`src/rtl/mod_updown_counter.sv`:
```
// ---------------------------------------------------------------------------------------------
// mod_updown_counter
//   Parametrised modulo-MODULUS up/down counter with synchronous parallel load, count enable,
//   wrap or saturate at the end of range, a combinational terminal-count output for cascading
//   and a registered one-cycle wrap pulse.
//
// Parameters
//   WIDTH      counter width in bits (1..32)
//   MODULUS    count range 0..MODULUS-1, 2 <= MODULUS <= 2**WIDTH
//   RESET_VAL  value of q_o after reset, < MODULUS
//
// Ports
//   clock_i     sole clock, all state changes on posedge
//   clear_ni    asynchronous active-low reset (deassertion synchronised outside this block)
//   en_i        count enable
//   up_i        1 = count up, 0 = count down
//   load_i      synchronous parallel load, overrides en_i
//   load_val_i  value loaded when load_i=1 (clamped to MODULUS-1)
//   sat_i       1 = saturate at end of range, 0 = wrap
//   q_o         registered count
//   tc_o        terminal count: en_i & (up_i ? q_o==MODULUS-1 : q_o==0)
//   wrap_o      registered pulse, high the cycle after q_o wrapped
//
// Optional feature (macro COUNTER_OVF_STICKY_EN)
//   ovf_clr_i   synchronous clear of the sticky overflow flag
//   ovf_o       sticky flag, set by any wrap or saturation-hold attempt; set beats clear
// ---------------------------------------------------------------------------------------------
module mod_updown_counter #(
    parameter int unsigned     WIDTH     = 4,
    parameter longint unsigned MODULUS   = 16,
    parameter longint unsigned RESET_VAL = 0
) (
    input  logic             clock_i,
    input  logic             clear_ni,
    input  logic             en_i,
    input  logic             up_i,
    input  logic             load_i,
    input  logic [WIDTH-1:0] load_val_i,
    input  logic             sat_i,
`ifdef COUNTER_OVF_STICKY_EN
    input  logic             ovf_clr_i,
    output logic             ovf_o,
`endif
    output logic [WIDTH-1:0] q_o,
    output logic             tc_o,
    output logic             wrap_o
);

    // Terminal values are compared explicitly so MODULUS == 2**WIDTH never relies on overflow.
    localparam logic [WIDTH-1:0] MaxVal = WIDTH'(MODULUS - 1);
    localparam logic [WIDTH-1:0] ResetQ = WIDTH'(RESET_VAL);

    if (WIDTH < 1 || WIDTH > 32) begin : g_bad_width
        $error("mod_updown_counter: WIDTH out of range");
    end
    if (MODULUS < 2 || MODULUS > (64'd1 << WIDTH)) begin : g_bad_modulus
        $error("mod_updown_counter: MODULUS out of range");
    end
    if (RESET_VAL >= MODULUS) begin : g_bad_reset
        $error("mod_updown_counter: RESET_VAL must be below MODULUS");
    end

    logic [WIDTH-1:0] q_d, q_q;
    logic             wrap_d, wrap_q;
    logic             at_max, at_zero;
    logic             sat_hold;
    logic [63:0]      load_val_ext;

    assign at_max       = (q_q == MaxVal);
    assign at_zero      = (q_q == '0);
    assign load_val_ext = 64'(load_val_i);

    always_comb begin
        q_d      = q_q;
        wrap_d   = 1'b0;
        sat_hold = 1'b0;
        if (load_i) begin
            q_d = (load_val_ext >= MODULUS) ? MaxVal : load_val_i;
        end else if (en_i) begin
            if (up_i) begin
                if (at_max) begin
                    if (sat_i) begin
                        sat_hold = 1'b1;
                    end else begin
                        q_d    = '0;
                        wrap_d = 1'b1;
                    end
                end else begin
                    q_d = q_q + WIDTH'(1);
                end
            end else begin
                if (at_zero) begin
                    if (sat_i) begin
                        sat_hold = 1'b1;
                    end else begin
                        q_d    = MaxVal;
                        wrap_d = 1'b1;
                    end
                end else begin
                    q_d = q_q - WIDTH'(1);
                end
            end
        end
    end

    always_ff @(posedge clock_i or negedge clear_ni) begin
        if (!clear_ni) begin
            q_q    <= ResetQ;
            wrap_q <= 1'b0;
        end else begin
            q_q    <= q_d;
            wrap_q <= wrap_d;
        end
    end

`ifdef COUNTER_OVF_STICKY_EN
    logic ovf_d, ovf_q;

    // Set has priority over a same-cycle clear.
    always_comb begin
        ovf_d = ovf_q;
        if (ovf_clr_i) ovf_d = 1'b0;
        if (wrap_d || sat_hold) ovf_d = 1'b1;
    end

    always_ff @(posedge clock_i or negedge clear_ni) begin
        if (!clear_ni) ovf_q <= 1'b0;
        else           ovf_q <= ovf_d;
    end

    assign ovf_o = ovf_q;
`else
    logic unused_sat_hold;
    assign unused_sat_hold = sat_hold;
`endif

    // tc ignores sat_i so a chained stage must gate on saturation itself.
    assign tc_o   = en_i & (up_i ? at_max : at_zero);
    assign q_o    = q_q;
    assign wrap_o = wrap_q;

endmodule

```
`config.mk`:
```
export PLATFORM = sky130hd
export DESIGN_NAME = mod_updown_counter
export DESIGN_NICKNAME = d
export VERILOG_FILES = /design/src/rtl/mod_updown_counter.sv
export SDC_FILE = /design/constraint.sdc
export NUM_CORES = 1
export LEC_CHECK = 0
export ABC_CLOCK_PERIOD_IN_PS = 2000
export CORE_MARGIN = 4
export CORE_UTILIZATION = 25
export CTS_CLUSTER_SIZE = 8
export DETAILED_ROUTE_END_ITERATION = 12
export HOLD_SLACK_MARGIN = 0.08
export PLACE_DENSITY = 0.54
export SLEW_MARGIN = 20
export SYNTH_ARGS = -nofsm -noshare
export SYNTH_HDL_FRONTEND = slang
export SYNTH_SLANG_ARGS = --single-unit
```
`constraint.sdc`:
```
create_clock -name clock_i -period 2 [get_ports clock_i]
set_input_delay 0.2 -clock clock_i [delete_from_list [all_inputs] [get_ports clock_i]]
set_output_delay 0.2 -clock clock_i [all_outputs]
set_load 0.005 [all_outputs]
```
==> results.ini, run 1 <==
[finish]
fin_area_um2 = 644
fillers = 158
antenna_cells = 0
drive_gt1_share_pct = 25.7
area_growth_pct = 61.4
final_nets = 83

[drt]
drc = 0
num_vias = 416
drt-total-wl_mm = 1.01
detail_route.wl_per_cell_um = 11.7
drt_pass1_iterations = 3
drt_iter0_drc = 5
drt-vias-per-instance = 4.84
ant_nets = 0

[sta]
setup_violations = 0
fmax_mhz = 535
hold_slack_ps = 183
min_period_over_period_pct = 93.4
setup_slack_ps = 132
hold_viol_final = 0
relSlewSlack_pct = 77.4
rsz0062_at_grt = no
drv_slew = 0
fin_crit_ps = 1870
max_slew.worst_pin.slew_ps = 338
skew_ps = 0.0858

[setup_path]
worstReg2RegEnd = q_o[1]
slowest_stage = dfrtp_1
crit_arrival_ps = 1970
cp-end-kind = flop
crit_path_max_fanout = 8
critPathLaunch = q_o[0]
cp_data_required_time_ps = 2100
r2r_cells = 8
crit_type = flop to flop
crit_end = q_o[1]
cp_slowest_stage_delay_ps = 390
crit-reg2reg-launch = q_o[0]
rrSetupSlack_ps = 130
cp_common_cell = buf_4
start_kind = flop
crit_chain = buf_4, ha_1, nand3_1, mux2i_4, buf_4, a21oi_2, mux2i_1, o21ai_0

[synthesis]
synthCells = 45
yosysSeqAreaShare_pct = 31.3
synthesis.nets = 57
ys_types = 24
synth_area_per_cell_um2 = 8.87
synth_seq_cells = 5
synth_area_um2 = 399
yosysWarnings = 0

[clock_tree]
clockRootBuffer = clkbuf_4
clockBufferDepth = 2
clock-sinks = 5
cts.clk_slew.worst_paths_ps = 40
cts_tree = done
h-tree-depth = 1
cts_buffers = 3
cts_hold_buf = 0
clk_latency_ps = 230

[placement]
hpwl_um = 850
io_buffers = 15
dpl-instance-area_um2 = 618
place_congestion = 0.727
place_ws_ps = -17.8

[grt]
track_usage_pct = 10.2
grt_pass1_vias = 380
grt_pass1_wl_mm = 1.55
overflow = 0
antenna_found_initial = 0
grt_max_degree = 11

[power]
p_leak_nw = 0.283
total_power_w = 0.000421
p_per_area_nw_per_um2 = 653
peakVddDrop_mv = 0.301

[floorplan]
start_util_pct = 26.5
dieWidth_um = 48.0
die_h_um = 48.0
ios = 16
core_area_um2 = 1510
num_rows = 14
dieArea_um2 = 2300

[min_path]
hold_class = primary input to asynchronous set/reset pin

[job]
drv_cap = 0

[status]
status = finished, final reports clean

[what timing repair did]
item	CTS	global route
gates cloned	0	0
pin swaps	0	0
buffers inserted	0	0
endpoints found under the setup margin	1	1
resized for setup	3	3
endpoints found under the hold margin	0	0
[state kept, by name, indices dropped and copies added (netlist names)]
name / count
q_o: 4
wrap_o: 1
[where the power goes]
group	total (W)	internal [W]	switching, W
clock	0.000110	0.0000750	0.0000354
combinational	0.000186	0.000106	0.0000801
sequential	0.000124	0.000114	0.0000107
[stage by stage]
stage          std cells  util, %  setup TNS [ps]
5_1_grt               86     42.8               0
2_1_floorplan         45        -               0
3_3_place_gp          82     41.0           -6.99
4_1_cts               86     42.9               0
3_5_place_dp          82     41.0           -17.8
6_report              86     42.8               0
[layout make-up]
type	instances	area (um^2)	area share, %
multi-input combinational	34	256	39.8
timing repair buffer	22	198	30.7
sequential	5	125	19.4
clock buffer	4	26.3	4.08
tap	16	20.0	3.11
inverter	5	18.8	2.91
[cells in the mapped netlist]
library cell,n,area (um^2)
xnor2_1,2,17.5
a22oi_1,1,7.51
a21oi_1,2,10.0
nand2_1,6,22.5
mux2i_1,3,30.0
mux2i_4,1,22.5
buf_1,1,3.75
dfrtp_1,5,125
or3b_4,1,11.3
o21bai_1,1,7.51
a211oi_1,1,7.51
nand3_1,1,5.00
nor3b_2,1,12.5
inv_1,5,18.8
o2111ai_1,1,8.76
ha_1,2,25.0
a31oi_1,1,6.26
o21ai_0,3,15.0
a21oi_2,1,8.76
nor4_1,1,6.26
o311ai_1,1,8.76
and2_1,1,6.26
nor2_1,2,7.51
o21ai_1,1,5.00
[layer usage]
layer	GRT usage, %	part of all wire, %
met1	13.4	44
met2	14.8	49
met3	1.13	6.0
met4	8.06	1.4
met5	0	0
[logic make-up (layout without fill, tap and decap cells)]
family	Yosys count	after routing	synth area share, %
xor gates and xnor gates	2	2	4.39
buffers and inverters	6	31	5.64
muxes	4	4	13.2
and+or+nand+nor	13	13	17.9
adders and majority gates	2	2	6.27
AOI/OAI and AO/OA	13	13	21.3
DFF	5	5	31.3
[critical path, delay by kind of cell (launching register included)]
family | cells | cell delay (ps)
AO/OA/AOI/OAI | 2 | 330
adder cells (fa/ha/maj) | 1 | 230
buffers and inverters | 2 | 310
flip-flops | 1 | 390
multiplexers | 2 | 310
AND/OR/NAND/NOR | 1 | 160
[placed cells by master (no fill, tap or decap), types with 2 or more instances in the layout]
cell type and n:
clkdlybuf4s50_1 14, buf_4 7, nand2_1 6, dfrtp_1 5, inv_1 4, mux2i_1 3
o21ai_0 3, clkbuf_4 3, xnor2_1 2, nor2_1 2, a21oi_1 2
[worst min path at each step]
stage | slack [ps] | endpoint | cells after the start
2_1_floorplan | -100 | q_o[0] | 0
3_5_place_dp | 440 | q_o[0] | 1
3_3_place_gp | 440 | wrap_o | 1
6_report | 180 | q_o[0] | 1
5_1_grt | 200 | wrap_o | 1
4_1_cts | 180 | q_o[1] | 1
No activity file was read; power rests on OpenSTA's default activity.
==> run 2: changes to the inputs <==
- RECOVER_POWER: unset -> 25
==> results.ini, run 2 (synthesized netlist as in run 1, its figures left out) <==
[placement]
io_buffers = 15  ; unchanged
hpwl_um = 850  ; unchanged
dp_cells = 82  ; unchanged
place_congestion = 0.727  ; unchanged

[power]
peakVddDrop_mv = 0.301  ; about the same
power_frac_seq_pct = 29.6  ; was 29.5%
p_per_area_nw_per_um2 = 652  ; was 653 nW/um^2
p_int_w = 0.000294  ; was 0.000295 W
swShare_pct = 30.0  ; about the same
comb_power_share_pct = 44.2  ; about the same
p_leak_nw = 0.284  ; was 0.283 nW
pwr-share-clk_pct = 26.3  ; was 26.2%
p_switching_w = 0.000126  ; about the same
total_power_w = 0.000420  ; was 0.000421 W

[grt]
overflow = 0  ; unchanged
grt_busiest_layer = met2  ; unchanged
use_met3_pct = 1.13  ; unchanged
grtUsageMet2_pct = 14.8  ; unchanged
grtUsageMet1_pct = 13.4  ; unchanged
grt_max_degree = 11  ; unchanged
track_usage_pct = 10.2  ; unchanged
antenna_found_initial = 0  ; unchanged
grt_pass1_wl_mm = 1.55  ; unchanged
grt_pass1_vias = 380  ; unchanged

[sta]
fin_crit_ps = 1870  ; about the same
max_slew.worst_pin.slew_ps = 335  ; was 338 ps
drv_slew = 0  ; unchanged
hold_viol_final = 0  ; unchanged
fmax_mhz = 535  ; about the same
relSlewSlack_pct = 77.6  ; was 77.4%
rsz0062_at_grt = no  ; unchanged
setup_violations = 0  ; unchanged
skew_ps = 0.0858  ; unchanged
min_period_over_period_pct = 93.4  ; about the same

[clock_tree]
clk_latency_ps = 230  ; about the same
cts_buffers = 3  ; unchanged
h-tree-depth = 1  ; unchanged
cts_hold_buf = 0  ; unchanged
clockRootBuffer = clkbuf_4  ; unchanged
cts_tree = done  ; unchanged
clockBufferDepth = 2  ; unchanged
cts.clk_slew.worst_paths_ps = 40  ; about the same
clock-sinks = 5  ; unchanged

[setup_path]
crit_arrival_ps = 1970  ; about the same
cp-end-kind = flop  ; unchanged
crit_type = flop to flop  ; unchanged
crit_path_max_fanout = 8  ; unchanged
start_kind = flop  ; unchanged
cp_data_required_time_ps = 2100  ; about the same

[finish]
fillers = 158  ; unchanged
layout_common_cells = clkdlybuf4s50_1, buf_4, nand2_1  ; unchanged
final_nets = 83  ; unchanged
area_growth_pct = 61.4  ; unchanged
final_common_cell = clkdlybuf4s50_1  ; unchanged
largest_register_ff_count = 4  ; unchanged
antenna_cells = 0  ; unchanged
drive_gt1_share_pct = 25.7  ; unchanged
final_cells = 86  ; unchanged

[drt]
num_vias = 416  ; unchanged
drc = 0  ; unchanged
drt_pass1_iterations = 3  ; unchanged
detail_route.wl_per_cell_um = 11.7  ; about the same
drt-total-wl_mm = 1.01  ; about the same
drt_iter0_drc = 5  ; unchanged
drt-vias-per-instance = 4.84  ; unchanged
ant_nets = 0  ; unchanged

[floorplan]
ios = 16  ; unchanged
dieWidth_um = 48.0  ; unchanged
core_area_um2 = 1510  ; unchanged
num_rows = 14  ; unchanged
die_h_um = 48.0  ; unchanged
start_util_pct = 26.5  ; unchanged
dieArea_um2 = 2300  ; unchanged

[min_path]
hold_class = primary input to asynchronous set/reset pin  ; unchanged

[status]
status = finished, final reports clean  ; unchanged

[job]
drv_cap = 0  ; unchanged

run 2: what timing repair did:
item / 4_1_cts / 5_1_grt
endpoints found under the setup margin: 1 / 1
buffers inserted: 0 / 0
endpoints found under the hold margin: 0 / 0
resized for setup: 3 / 3
run 2: area by class of cell:
cell class	count	area, um^2	share of cell area (%)
clock buffers	4	26.3	4.08
inverters	5	18.8	2.91
multi-input cells	34	256	39.8
flip-flops and latches	5	125	19.4
well taps	16	20.0	3.11
repair buffers	22	198	30.7
run 2: per-layer routing:
metal / vias to the layer above / share of wire, %
li1: 212 / -
met1: 193 / 44
met2: 9 / 48
met3: 2 / 6.0
met4: 0 / 1.4
met5: - / 0
run 2: critical path, cell delays in order, from the launching register on:
cell and delay (ps):
dfrtp_1 390, buf_4 170, ha_1 230, nand3_1 160, mux2i_4 80, buf_4 140, a21oi_2 240, mux2i_1 230
o21ai_0 90
run 2: per-stage QoR:
| step | setup slack, ps | instance area [um^2] | hold slack (ps) | TNS, ps | utilization [%] |
|---|---|---|---|---|---|
| 2_1_floorplan | 301 | 399 | -95.6 | 0 | - |
| 3_3_place_gp | -6.99 | 618 | 436 | -6.99 | 41.0 |
| 3_5_place_dp | -17.8 | 618 | 436 | -17.8 | 41.0 |
| 4_1_cts | 21.6 | 647 | 184 | 0 | 42.9 |
| 5_1_grt | 28.9 | 644 | 275 | 0 | 42.8 |
| 6_report | 133 | 644 | 253 | 0 | 42.8 |
run 2: final timing paths:
path | slack, ps | from | depth (start not counted) | end
max | 130 | q_o[0] | 8 | q_o[1]
min | 250 | clear_ni | 1 | q_o[0]
max reg2reg | 130 | q_o[0] | 8 | q_o[1]
min reg2reg | 730 | q_o[1] | 3 | q_o[1]
max in group asynchronous | 1560 | clear_ni | 1 | q_o[3]
min in group clock_i | 530 | load_val_i[2] | 3 | q_o[2]
run 2: power groups by stage:
stage          logic (W)  clock network [W]  registers [W]
6_report        0.000186           0.000110       0.000124
5_1_grt         0.000206           0.000118       0.000126
4_1_cts         0.000187           0.000116       0.000124
3_5_place_dp    0.000186                  0       0.000125
3_3_place_gp    0.000184                  0       0.000124
2_1_floorplan  0.0000812                  0       0.000135
